$ cat src/rtl/common.sv
// Shared types and constants for the SAT solve controller and its clause buffer.
package common;

  localparam int number_literal = 3;
  localparam int max_clauses    = 16;

  typedef struct packed {
    logic [number_literal-1:0] pos;
    logic [number_literal-1:0] neg;
  } clause_t;

  typedef enum logic [2:0] {
    ST_IDLE,
    ST_CORE_RST,
    ST_STREAM,
    ST_SOLVE,
    ST_DONE
  } ctrl_state_t;

endpackage

$ cat src/rtl/clause_buffer.sv
// Clause register file: one synchronous write port, one combinational read port.
module clause_buffer #(
  parameter int W     = 6,
  parameter int DEPTH = 16,
  parameter int AW    = (DEPTH > 1) ? $clog2(DEPTH) : 1
) (
  input  logic          clock,
  input  logic          we,
  input  logic [AW-1:0] waddr,
  input  logic [W-1:0]  wdata,
  input  logic [AW-1:0] raddr,
  output logic [W-1:0]  rdata
);

  logic [W-1:0] mem [DEPTH];

  // NOTE: storage is deliberately not reset; the controller's clause count decides which entries are valid.
  always_ff @(posedge clock) begin
    if (we) mem[waddr] <= wdata;
  end

  assign rdata = mem[raddr];

endmodule

$ cat src/rtl/sat_solve_controller.sv
// Buffers host clauses, streams them into the SAT core, and captures the verdict with a timeout.
// Optional build macro SAT_CLAUSE_CHECK_EN: drops tautologies, flags empty clauses (empty_clause).
module sat_solve_controller
  import common::*;
#(
  parameter int N_LIT          = number_literal,
  parameter int MAX_CLAUSES    = max_clauses,
  parameter int TIMEOUT_CYCLES = 4096,
  parameter int CW             = $clog2(MAX_CLAUSES + 1)
) (
  input  logic             clock,
  input  logic             reset,
  input  logic             h_valid,
  output logic             h_ready,
  input  logic [N_LIT-1:0] h_pos,
  input  logic [N_LIT-1:0] h_neg,
  input  logic             start,
  input  logic             clear,
  output logic             core_reset,
  output logic             core_load,
  output logic [N_LIT-1:0] core_i,
  input  logic             core_ended,
  input  logic             core_sat,
  input  logic [N_LIT-1:0] core_model,
  output logic             busy,
  output logic             done,
  output logic             result_sat,
  output logic [N_LIT-1:0] result_model,
  output logic             timeout,
  output logic             overflow,
`ifdef SAT_CLAUSE_CHECK_EN
  output logic             empty_clause,
`endif
  output logic [CW-1:0]    clause_count
);

  localparam int AW = (MAX_CLAUSES > 1) ? $clog2(MAX_CLAUSES) : 1;
  localparam int TW = $clog2(TIMEOUT_CYCLES + 1);
  localparam logic [CW-1:0] CNT_MAX  = CW'(MAX_CLAUSES);
  localparam logic [TW-1:0] TMO_LAST = TW'(TIMEOUT_CYCLES - 1);

  ctrl_state_t      state_q, state_d;
  logic [CW-1:0]    count_q, count_d;
  logic [CW-1:0]    rd_idx_q, rd_idx_d;
  logic             phase_q, phase_d;
  logic [TW-1:0]    tmo_q, tmo_d;
  logic             done_q, done_d;
  logic             res_sat_q, res_sat_d;
  logic [N_LIT-1:0] res_model_q, res_model_d;
  logic             timeout_q, timeout_d;
  logic             overflow_q, overflow_d;
  logic             empty_q, empty_d;

  logic                 buf_we;
  logic [2*N_LIT-1:0]   buf_rdata;

  clause_buffer #(.W(2 * N_LIT), .DEPTH(MAX_CLAUSES), .AW(AW)) u_buf (
    .clock (clock),
    .we    (buf_we),
    .waddr (count_q[AW-1:0]),
    .wdata ({h_pos, h_neg}),
    .raddr (rd_idx_q[AW-1:0]),
    .rdata (buf_rdata)
  );

  // NOTE: every always_comb output gets a default first so no path can infer a latch.
  always_comb begin
    state_d     = state_q;
    count_d     = count_q;
    rd_idx_d    = rd_idx_q;
    phase_d     = phase_q;
    tmo_d       = tmo_q;
    done_d      = done_q;
    res_sat_d   = res_sat_q;
    res_model_d = res_model_q;
    timeout_d   = timeout_q;
    overflow_d  = overflow_q;
    empty_d     = empty_q;
    h_ready     = 1'b0;
    core_load   = 1'b0;
    core_i      = '0;
    buf_we      = 1'b0;

    unique case (state_q)
      ST_IDLE: begin
        h_ready = (count_q < CNT_MAX);
        if (h_valid && (count_q < CNT_MAX)) begin
`ifdef SAT_CLAUSE_CHECK_EN
          if (|(h_pos & h_neg)) begin
            buf_we = 1'b0;
          end else if (~|{h_pos, h_neg}) begin
            empty_d = 1'b1;
          end else begin
            buf_we  = 1'b1;
            count_d = count_q + CW'(1);
          end
`else
          buf_we  = 1'b1;
          count_d = count_q + CW'(1);
`endif
        end else if (h_valid) begin
          overflow_d = 1'b1;
        end
      end
      ST_CORE_RST: begin
        state_d  = ST_STREAM;
        rd_idx_d = '0;
        phase_d  = 1'b0;
      end
      ST_STREAM: begin
        core_load = 1'b1;
        core_i    = phase_q ? buf_rdata[N_LIT-1:0] : buf_rdata[2*N_LIT-1:N_LIT];
        phase_d   = ~phase_q;
        if (phase_q) begin
          if (rd_idx_q == count_q - CW'(1)) begin
            state_d = ST_SOLVE;
            tmo_d   = '0;
          end else begin
            rd_idx_d = rd_idx_q + CW'(1);
          end
        end
      end
      ST_SOLVE: begin
        // A verdict arriving on the last allowed cycle still beats the timeout.
        if (core_ended) begin
          state_d     = ST_DONE;
          done_d      = 1'b1;
          res_sat_d   = core_sat;
          res_model_d = core_model;
        end else if (tmo_q == TMO_LAST) begin
          state_d     = ST_DONE;
          done_d      = 1'b1;
          timeout_d   = 1'b1;
          res_sat_d   = 1'b0;
          res_model_d = '0;
        end else begin
          tmo_d = tmo_q + TW'(1);
        end
      end
      ST_DONE: ;
      default: state_d = ST_IDLE;
    endcase

    if (state_q == ST_IDLE || state_q == ST_DONE) begin
      if (clear) begin
        state_d     = ST_IDLE;
        count_d     = '0;
        done_d      = 1'b0;
        res_sat_d   = 1'b0;
        res_model_d = '0;
        timeout_d   = 1'b0;
        overflow_d  = 1'b0;
        empty_d     = 1'b0;
      end else if (start) begin
        timeout_d = 1'b0;
        if (empty_q || count_q == '0) begin
          // An empty clause is unsatisfiable; an empty formula is trivially satisfiable.
          state_d     = ST_DONE;
          done_d      = 1'b1;
          res_sat_d   = ~empty_q;
          res_model_d = '0;
        end else begin
          state_d = ST_CORE_RST;
          done_d  = 1'b0;
        end
      end
    end
  end

  // NOTE: state registers use non-blocking assignments so all flops update together at the edge.
  always_ff @(posedge clock) begin
    if (reset) begin
      state_q     <= ST_IDLE;
      count_q     <= '0;
      rd_idx_q    <= '0;
      phase_q     <= 1'b0;
      tmo_q       <= '0;
      done_q      <= 1'b0;
      res_sat_q   <= 1'b0;
      res_model_q <= '0;
      timeout_q   <= 1'b0;
      overflow_q  <= 1'b0;
      empty_q     <= 1'b0;
    end else begin
      state_q     <= state_d;
      count_q     <= count_d;
      rd_idx_q    <= rd_idx_d;
      phase_q     <= phase_d;
      tmo_q       <= tmo_d;
      done_q      <= done_d;
      res_sat_q   <= res_sat_d;
      res_model_q <= res_model_d;
      timeout_q   <= timeout_d;
      overflow_q  <= overflow_d;
      empty_q     <= empty_d;
    end
  end

  assign core_reset   = reset | (state_q == ST_CORE_RST);
  assign busy         = (state_q == ST_CORE_RST) || (state_q == ST_STREAM) || (state_q == ST_SOLVE);
  assign done         = done_q;
  assign result_sat   = res_sat_q;
  assign result_model = res_model_q;
  assign timeout      = timeout_q;
  assign overflow     = overflow_q;
  assign clause_count = count_q;
`ifdef SAT_CLAUSE_CHECK_EN
  assign empty_clause = empty_q;
`endif

endmodule

$ cat config.mk
export PLATFORM = sky130hd
export DESIGN_NAME = sat_solve_controller
export DESIGN_NICKNAME = d
export VERILOG_FILES = /design/src/rtl/common.sv /design/src/rtl/clause_buffer.sv /design/src/rtl/sat_solve_controller.sv
export SDC_FILE = /design/constraint.sdc
export NUM_CORES = 1
export LEC_CHECK = 0
export CORE_MARGIN = 8
export CORE_UTILIZATION = 53
export CTS_CLUSTER_DIAMETER = 30
export CTS_CLUSTER_SIZE = 25
export DETAILED_ROUTE_END_ITERATION = 10
export PLACE_DENSITY = 0.72
export SYNTH_ARGS = -nofsm -noshare
export SYNTH_HDL_FRONTEND = slang
export SYNTH_SLANG_ARGS = --single-unit
$ cat constraint.sdc
create_clock -name clock -period 2.2 [get_ports clock]
set_input_delay 0.44 -clock clock [delete_from_list [all_inputs] [get_ports clock]]
set_output_delay 0.44 -clock clock [all_outputs]
set_load 0.01 [all_outputs]
==> impl_metrics.yaml, run 1 <==
outcome:
  status: "finished, violations left"
  violations: "negative setup slack"
grt:
  grt-ovfl-total: 0
  use_met2: 0.2850
  grt_usage: 0.1823
  antenna_found_initial: 0
  grt_busiest_layer: "met2"
  grt_first_pass_wirelength_um: 20020
  grt_pass1_vias: 3640
  grtUsageMet1: 0.2455
  use_met3: 0.04039
  grt_max_degree: 18
worst_hold_path:
  hp-start: "tmo_q[12]"
  min_path_cells: 2
  min_to: "tmo_q[12]"
  hp-class: "reg -> reg"
worst_setup_path:
  critPathRequiredTime_ps: 1760
  end_kind: "primary output"
  critPathKind: "reg -> out"
  cp_max_fo: 5
  r2r_cells: 7
  cp-start-kind: "flip-flop"
  rr_startpoint: "clause_count[0]"
  worst-endpoint-arrival_ps: 2420
  rrSetupSlack_ps: 130
cts:
  clockBufferDepth: 2
  htreeDepth: 4
  cts_sinks: 134
  cts_made_buffers: 17
  clk_latency_ps: 510
  postCtsHoldBufs: 0
  root_buffer: "clkbuf_8"
  path_clk_slew_ps: 70
  cts_tree: "yes"
floorplan:
  pin_count: 35
  dieWidth_um: 119.8
  dieArea_um2: 14360
  die_h_um: 119.8
  rows: 38
  core_area_um2: 10700
  start_util: 0.5340
power:
  p_seq_frac: 0.474
  leakagePower_uw: 0.002438
  irDropWorstVdd_uv: 751.7
  power.total_uw: 5763
  internal_power_uw: 4565
  swShare: 0.2080
  power.density_nw_per_um2: 798.7
  p_comb_frac: 0.038
  pwr-share-clk: 0.488
  power.switching_uw: 1199
cells_and_area:
  seq_area_um2: 3654
  final_cell_mix: "edfxtp_1, nor2_1, buf_4, dfxtp_1, clkdlybuf4s50_1"
  area_growth_syn_to_layout_pct: 26.30
  n_antenna_cell: 0
  mostFrequentLayoutCell: "edfxtp_1"
  multi_input_area_um2: 1989
  nFillCells: 737
  final_area_um2: 7216
  drive_above_1_share: 0.2843
  final_nets: 499
timing:
  clock_skew_ps: 12.87
  setup_viol: 4
  worst_slack_ps: -658.8
  fin_worst_hold_slack_ps: 468.1
  finalCritPeriodShare: 1.299
  tightest_slew_ps: 681.3
  max_freq_mhz: 349.8
  max-slew-margin-rel: 0.5444
  hold_violations: 0
  rsz0062_at_grt: "true"
  fin_crit_ps: 2859
  slew_violations: 0
logic_synthesis:
  yosys.area.top_type_share: 0.5046
  postSynthAreaPerCell_um2: 14.61
  yosysTopAreaCell: "edfxtp_1"
  async_flop_share: 0
  syn_inst: 391
  synthDistinctLibCells: 52
  synth_nets: 414
  yosys_register_bits: 134
  synth_edf_count: 96
  yosys_warnings: 0
  synth.area.top_cells: "edfxtp_1, dfxtp_1, mux4_2"
  syn_area_um2: 5713
  synth_flop_cell: "edfxtp_1"
  yosysSeqAreaShare: 0.6378
route:
  drt_iter0_drc: 325
  post_drt_wl_per_cell_um: 20.17
  ant_nets: 0
  drc: 0
  drt-vias-per-instance: 5.677
  first_pass_iters: 4
  routed_wirelength_um: 12680
  vias: 3571
placed_design:
  gp_congestion: 0.8003
  dpl.hpwl_um: 8599
  numPortBuffers: 34
  postPlaceCellArea_um2: 6509
  pre_cts_slack_ps: -565.5
run:
  maxCapViolCount: 0
-- how the worst max path moves through the flow --
stage,slack (ps),end,cells after the start
2_1_floorplan,-20,u_buf.mem[1][0],6
3_3_place_gp,-480,core_i[1],6
3_5_place_dp,-570,core_i[1],6
4_1_cts,-720,core_i[1],6
5_1_grt,-730,core_i[1],6
6_report,-660,core_i[1],6
-- power by group through the flow --
stage	Clock (uW)	Combinational, uW	Sequential, uW
after floorplan	0	94.9	2790
after global placement	0	205	2780
after detailed placement	0	212	2790
after CTS	2860	219	2730
after global routing	2970	238	2730
final	2810	221	2730
-- cells by family (layout without fill, tap and decap cells) --
kind of cell               after synthesis  after routing  share of synthesized area
muxes                                   37             37                     0.1279
buffers and inverters                   24            122                    0.02518
adders and majority gates                7              7                    0.01533
xor gates and xnor gates                19             19                    0.02913
and+or+nand+nor                        131            131                     0.1134
AOI/OAI and AO/OA                       39             39                    0.05125
DFF                                    134            134                     0.6378
-- worst max-delay path, stage by stage (launching register included) --
cell	delay, ps
dfxtp_4	400
buf_12	130
mux4_2	500
mux4_2	500
o22ai_2	190
nor3_2	60
buf_2	140
-- routing by layer --
layer,up-vias,wire length (um)
met5,-,0
met4,0,165
met3,14,660
met2,110,6266
met1,1767,5591
li1,1680,-
-- sequential cells by signal (all words and copies together) (netlist names), named ones only --
signal,count
clause_count,5
done,1
overflow,1
phase_q,1
rd_idx_q,5
result_model,3
result_sat,1
state_q,3
timeout,1
tmo_q,13
u_buf.mem,96
-- per-stage QoR --
stage | utilization | std cells | setup TNS (ps)
6_report | 0.6745 | 629 | -1991
5_1_grt | 0.6745 | 629 | -2341
4_1_cts | 0.6708 | 628 | -2141
3_5_place_dp | 0.6084 | 593 | -1592
3_3_place_gp | 0.6084 | 593 | -1423
2_1_floorplan | - | 391 | -219.0
-- area by class of cell --
class	count	area share
clock buffers	22	0.07005
clock inverters	10	0.01422
inverters	7	0.003641
multi-input cells	233	0.2757
flip-flops and latches	134	0.5063
well taps	140	0.02428
repair buffers	83	0.1058
-- synthesized netlist by cell type (6+ instances only) --
cell and instances:
mux4_2 22, xnor2_1 14, ha_1 7, edfxtp_1 96
dfxtp_1 38, nand4_1 6, clkbuf_1 6, nand2b_1 8
nor2_1 47, or3_1 6, nand3_1 7, nor3_1 10
mux2i_1 7, inv_1 6, a21oi_1 10, buf_2 6
nor4_1 10, nand2_1 22
-- timing repair --
action                     in CTS  in global routing
gates resized for setup        35                 10
pin swaps                       3                  2
cloned                          1                  0
buffers inserted                2                  1
setup endpoints to repair       7                 14
Power figures use the tool's default switching activity.
==> run 2, diff against run 1 <==
--- a/config.mk
+++ b/config.mk
@@ -7,10 +7,12 @@
 export LEC_CHECK = 0
 export CORE_MARGIN = 8
 export CORE_UTILIZATION = 53
-export CTS_CLUSTER_DIAMETER = 30
+export CTS_CLUSTER_DIAMETER = 150
 export CTS_CLUSTER_SIZE = 25
 export DETAILED_ROUTE_END_ITERATION = 10
+export GPL_TIMING_DRIVEN = 0
 export PLACE_DENSITY = 0.72
+export RECOVER_POWER = 25
 export SYNTH_ARGS = -nofsm -noshare
 export SYNTH_HDL_FRONTEND = slang
 export SYNTH_SLANG_ARGS = --single-unit
==> impl_metrics.yaml, run 2 (same netlist as run 1, synthesis figures left out) <==
cells_and_area:
  mostFrequentLayoutCell: "edfxtp_1"
  final_util: 0.6687
  n_antenna_cell: 0
  largest_reg_flops: 96
  final_nets: 483
  drive_above_1_share: 0.2881
  area_growth_syn_to_layout_pct: 25.21
  final_cell_mix: "edfxtp_1, dfxtp_1, nor2_1, mux4_2, clkdlybuf4s50_1"
  largestRegisters: "u_buf.mem: 96 flops, tmo_q: 13 flops"
  top_register: "u_buf.mem"
  fin_cells: 612
timing:
  tightest_slew_ps: 799.1
  setup_viol: 3
  finalCritPeriodShare: 1.351
  tns_ps: -2304
  max-slew-margin-rel: 0.4598
  max_freq_mhz: 336.5
  worst_slack_ps: -772.1
  clock_skew_ps: 5.489
  slew_violations: 0
  rsz0062_at_grt: "true"
  fin_crit_ps: 2972
  hold_violations: 0
cts:
  htreeDepth: 4
  cts_tree: "yes"
  cts_sinks: 134
  clk_latency_ps: 530
  cts_made_buffers: 17
  path_clk_slew_ps: 60
  clockBufferDepth: 2
  postCtsHoldBufs: 0
  root_buffer: "clkbuf_8"
power:
  irDropWorstVdd_uv: 749.1
  internal_power_uw: 4300
  p_seq_frac: 0.498
  power.switching_uw: 1189
  pwr-share-clk: 0.461
  p_comb_frac: 0.041
  swShare: 0.2166
  power.density_nw_per_um2: 767.4
  leakagePower_uw: 0.002326
worst_setup_path:
  critPathRequiredTime_ps: 1760
  cp-start-kind: "flip-flop"
  cp_max_fo: 4
  worst-endpoint-arrival_ps: 2530
  end_kind: "primary output"
  critPathKind: "reg -> out"
  rr_startpoint: "clause_count[1]"
floorplan:
  core_area_um2: 10700
  dieWidth_um: 119.8
  start_util: 0.5340
  die_h_um: 119.8
  pin_count: 35
  rows: 38
  dieArea_um2: 14360
worst_hold_path:
  hp-class: "in -> reg"
  hp-start: "reset"
route:
  post_drt_wl_per_cell_um: 21.73
  drt_iter0_drc: 362
  ant_nets: 0
  vias: 3658
  routed_wirelength_um: 13300
  drc: 0
  drt-vias-per-instance: 5.977
  first_pass_iters: 5
placed_design:
  dpl.hpwl_um: 8280
  gp_congestion: 0.8130
  numPortBuffers: 34
  dp_cells: 565
grt:
  grt_usage: 0.1888
  grt_pass1_vias: 3676
  grt-ovfl-total: 0
  grt_max_degree: 17
  grt_first_pass_wirelength_um: 20220
  antenna_found_initial: 1
run:
  maxCapViolCount: 0
outcome:
  violations: "negative setup slack"
  status: "finished, violations left"
[run 2: layout make-up]
cell class / count / area, um2
fill: 726 / 3545
sequential: 134 / 3655
buffer: 17 / 147.6
clock inverter: 13 / 110.1
inverter: 7 / 26.28
clock buffer: 18 / 417.9
timing repair buffer: 49 / 484.2
multi-input combinational: 234 / 2137
tap: 140 / 175.2
[run 2: path summary, 6_finish.rpt]
path,endpoint,slack [ps],cells past startpoint
worst min-delay path,tmo_q[0],390,3
worst min register to register,timeout,480,2
worst max register to register,flip-flop,100,8
worst max-delay path,core_i[2],-770,7
[run 2: worst max-delay path, cell delays in order (launching register included)]
cell	delay [ps]
dfxtp_2	320
buf_6	130
buf_6	130
mux4_2	550
mux4_2	510
o22ai_2	160
nor3_1	60
buf_2	140
[run 2: power groups by stage]
stage	logic, uW	clock network (uW)	registers [uW]
6_report	227	2530	2730
4_1_cts	203	2540	2730
3_5_place_dp	193	0	2790
2_1_floorplan	94.9	0	2790
3_3_place_gp	187	0	2790
5_1_grt	244	2670	2730
[run 2: layer usage]
layer | vias up | global-route usage | part of all wire
li1 | 1661 | - | -
met3 | 31 | 0.06012 | 0.058
met1 | 1836 | 0.2316 | 0.41
met5 | - | 0 | 0.00098
met4 | 2 | 0.09212 | 0.024
met2 | 128 | 0.2979 | 0.50
[run 2: repair_timing]
item | CTS | global route
endpoints found under the setup margin | 119 | 123
pin swaps | 5 | 11
cloned | 1 | 1
gates resized for setup | 63 | 35
setup buffers | 7 | 7
[run 2: stage by stage]
stage / hold WS [ps] / cell area [um2] / power, uW / setup WS [ps]
5_1_grt: 403.5 / 7153 / 5650 / -867.7
2_1_floorplan: 438.3 / 5723 / 2880 / -18.25
3_5_place_dp: 461.8 / 6238 / 2979 / -828.4
4_1_cts: 471.6 / 6965 / 5480 / -807.1
6_report: 388.4 / 7153 / 5489 / -772.1
3_3_place_gp: 450.0 / 6238 / 2972 / -807.3
==> run 3, diff against run 2 <==
--- a/config.mk
+++ b/config.mk
@@ -5,7 +5,8 @@
 export SDC_FILE = /design/constraint.sdc
 export NUM_CORES = 1
 export LEC_CHECK = 0
-export CORE_MARGIN = 8
+export ABC_CLOCK_PERIOD_IN_PS = 2200
+export CORE_MARGIN = 4
 export CORE_UTILIZATION = 53
 export CTS_CLUSTER_DIAMETER = 150
 export CTS_CLUSTER_SIZE = 25
==> impl_metrics.yaml, run 3 (same netlist as run 1, synthesis figures left out) <==
outcome:
  status: "finished, violations left"
  violations: "negative setup slack"
cts:
  cts_sinks: 134
  cts_made_buffers: 17
  path_clk_slew_ps: 60
  clockBufferDepth: 2
  htreeDepth: 4
  cts_tree: "yes"
  clk_latency_ps: 530
  postCtsHoldBufs: 0
  root_buffer: "clkbuf_8"
power:
  p_comb_frac: 0.039
  internal_power_uw: 4435
  swShare: 0.2131
  irDropWorstVdd_uv: 723.8
  power.switching_uw: 1201
  leakagePower_uw: 0.002305
  pwr-share-clk: 0.476
  power.density_nw_per_um2: 790.0
  p_seq_frac: 0.485
placed_design:
  gp_congestion: 0.7895
  dp_cells: 561
  numPortBuffers: 34
  dpl.hpwl_um: 8091
floorplan:
  pin_count: 35
  dieArea_um2: 12500
  core_area_um2: 10420
  start_util: 0.5485
  rows: 37
  dieWidth_um: 111.8
  die_h_um: 111.8
grt:
  antenna_found_initial: 0
  grt_max_degree: 17
  grt-ovfl-total: 0
  grt_usage: 0.2078
  grt_pass1_vias: 3500
  grt_first_pass_wirelength_um: 19590
worst_setup_path:
  critPathRequiredTime_ps: 1760
  worst-endpoint-arrival_ps: 2520
  path_cells: "buf_6 -> buf_16 -> mux4_2 -> mux4_2 -> o22ai_1 -> nor3_1 -> buf_2"
  critPathKind: "reg -> out"
  crit_slowest_cell: "mux4_2"
  cp_max_fo: 4
  crit_top_cell: "mux4_2"
  worst_path_largest_cell_delay_ps: 540
  critPathBufInv: 3
  end_kind: "primary output"
  cp-start-kind: "flip-flop"
  cp_top_family: "multiplexers"
timing:
  max-slew-margin-rel: 0.5044
  setup_viol: 3
  finalCritPeriodShare: 1.346
  fin_crit_ps: 2961
  slew_violations: 0
  worst_slack_ps: -760.7
  tns_ps: -2205
  hold_violations: 0
  fin_worst_hold_slack_ps: 468.9
  max_freq_mhz: 337.8
  clock_skew_ps: 10.06
  tightest_slew_ps: 733.1
  rsz0062_at_grt: "true"
route:
  drc: 0
  drt_iter0_drc: 277
  first_pass_iters: 7
  post_drt_wl_per_cell_um: 20.26
  ant_nets: 0
  vias: 3570
  drt-vias-per-instance: 5.901
  routed_wirelength_um: 12260
cells_and_area:
  fin_cells: 605
  largest_reg_flops: 96
  n_antenna_cell: 0
  final_nets: 479
  drive_above_1_share: 0.2772
  nFillCells: 696
  seq_area_um2: 3652
  final_util: 0.6849
  top_register: "u_buf.mem"
  final_cell_mix: "edfxtp_1, dfxtp_1, nor2_1, mux4_2, clkdlybuf4s50_1"
  area_growth_syn_to_layout_pct: 24.88
  multi_input_area_um2: 2115
  mostFrequentLayoutCell: "edfxtp_1"
  largestRegisters: "u_buf.mem: 96 flops, tmo_q: 13 flops"
worst_hold_path:
  hp-class: "reg -> reg"
run:
  maxCapViolCount: 0
## run 3: through the flow
step	power (uW)	area (um2)	setup WS, ps
after floorplan	2880	5723	-18.25
after global placement	2975	6233	-795.7
after detailed placement	2980	6233	-825.4
after CTS	5662	6982	-785.7
after global routing	5820	7134	-837.5
final	5636	7134	-760.7
## run 3: layer usage
layer	wire length, um	up-vias	track usage
met5	0	-	0
met4	225	0	0.06407
met2	6018	116	0.3217
li1	-	1650	-
met3	624	24	0.06141
met1	5390	1780	0.2864
## run 3: final timing paths
kind | startpoint | endpoint | slack (ps) | cells past startpoint
worst max register to register | state_q[0] | u_buf.mem[15][1] | 90 | 6
worst min-delay path | tmo_q[12] | tmo_q[12] | 470 | 2
worst min register to register | tmo_q[12] | tmo_q[12] | 470 | 2
worst max-delay path | flip-flop | core_i[2] | -760 | 7
## run 3: repair_timing
| action | CTS | global route |
|---|---|---|
| gates resized for setup | 64 | 24 |
| gates cloned | 1 | 0 |
| buffers inserted | 6 | 5 |
| pin swaps | 5 | 6 |
| endpoints found under the setup margin | 115 | 74 |
## run 3: worst register-to-register path, stage by stage, from the launching register on
cell and delay (ps):
dfxtp_1 300, buf_4 160, nor4_2 310, and2_1 190, buf_2 220, nand2_2 230
nor2_2 370
## run 3: layout make-up
type / instances / share of cell area
Sequential cell: 134 / 0.5119
Multi-Input combinational cell: 233 / 0.2964
Timing Repair Buffer: 46 / 0.06489
Clock buffer: 18 / 0.05858
Tap cell: 136 / 0.02385
Clock inverter: 14 / 0.02069
Buffer: 17 / 0.01999
Inverter: 7 / 0.003683
## run 3: power groups by stage
| stage | logic, uW | registers, uW | clock network, uW |
|---|---|---|---|
| after CTS | 203 | 2730 | 2730 |
| after floorplan | 94.9 | 2790 | 0 |
| after global placement | 190 | 2780 | 0 |
| final | 219 | 2730 | 2680 |
| after detailed placement | 194 | 2790 | 0 |
| after global routing | 238 | 2730 | 2850 |
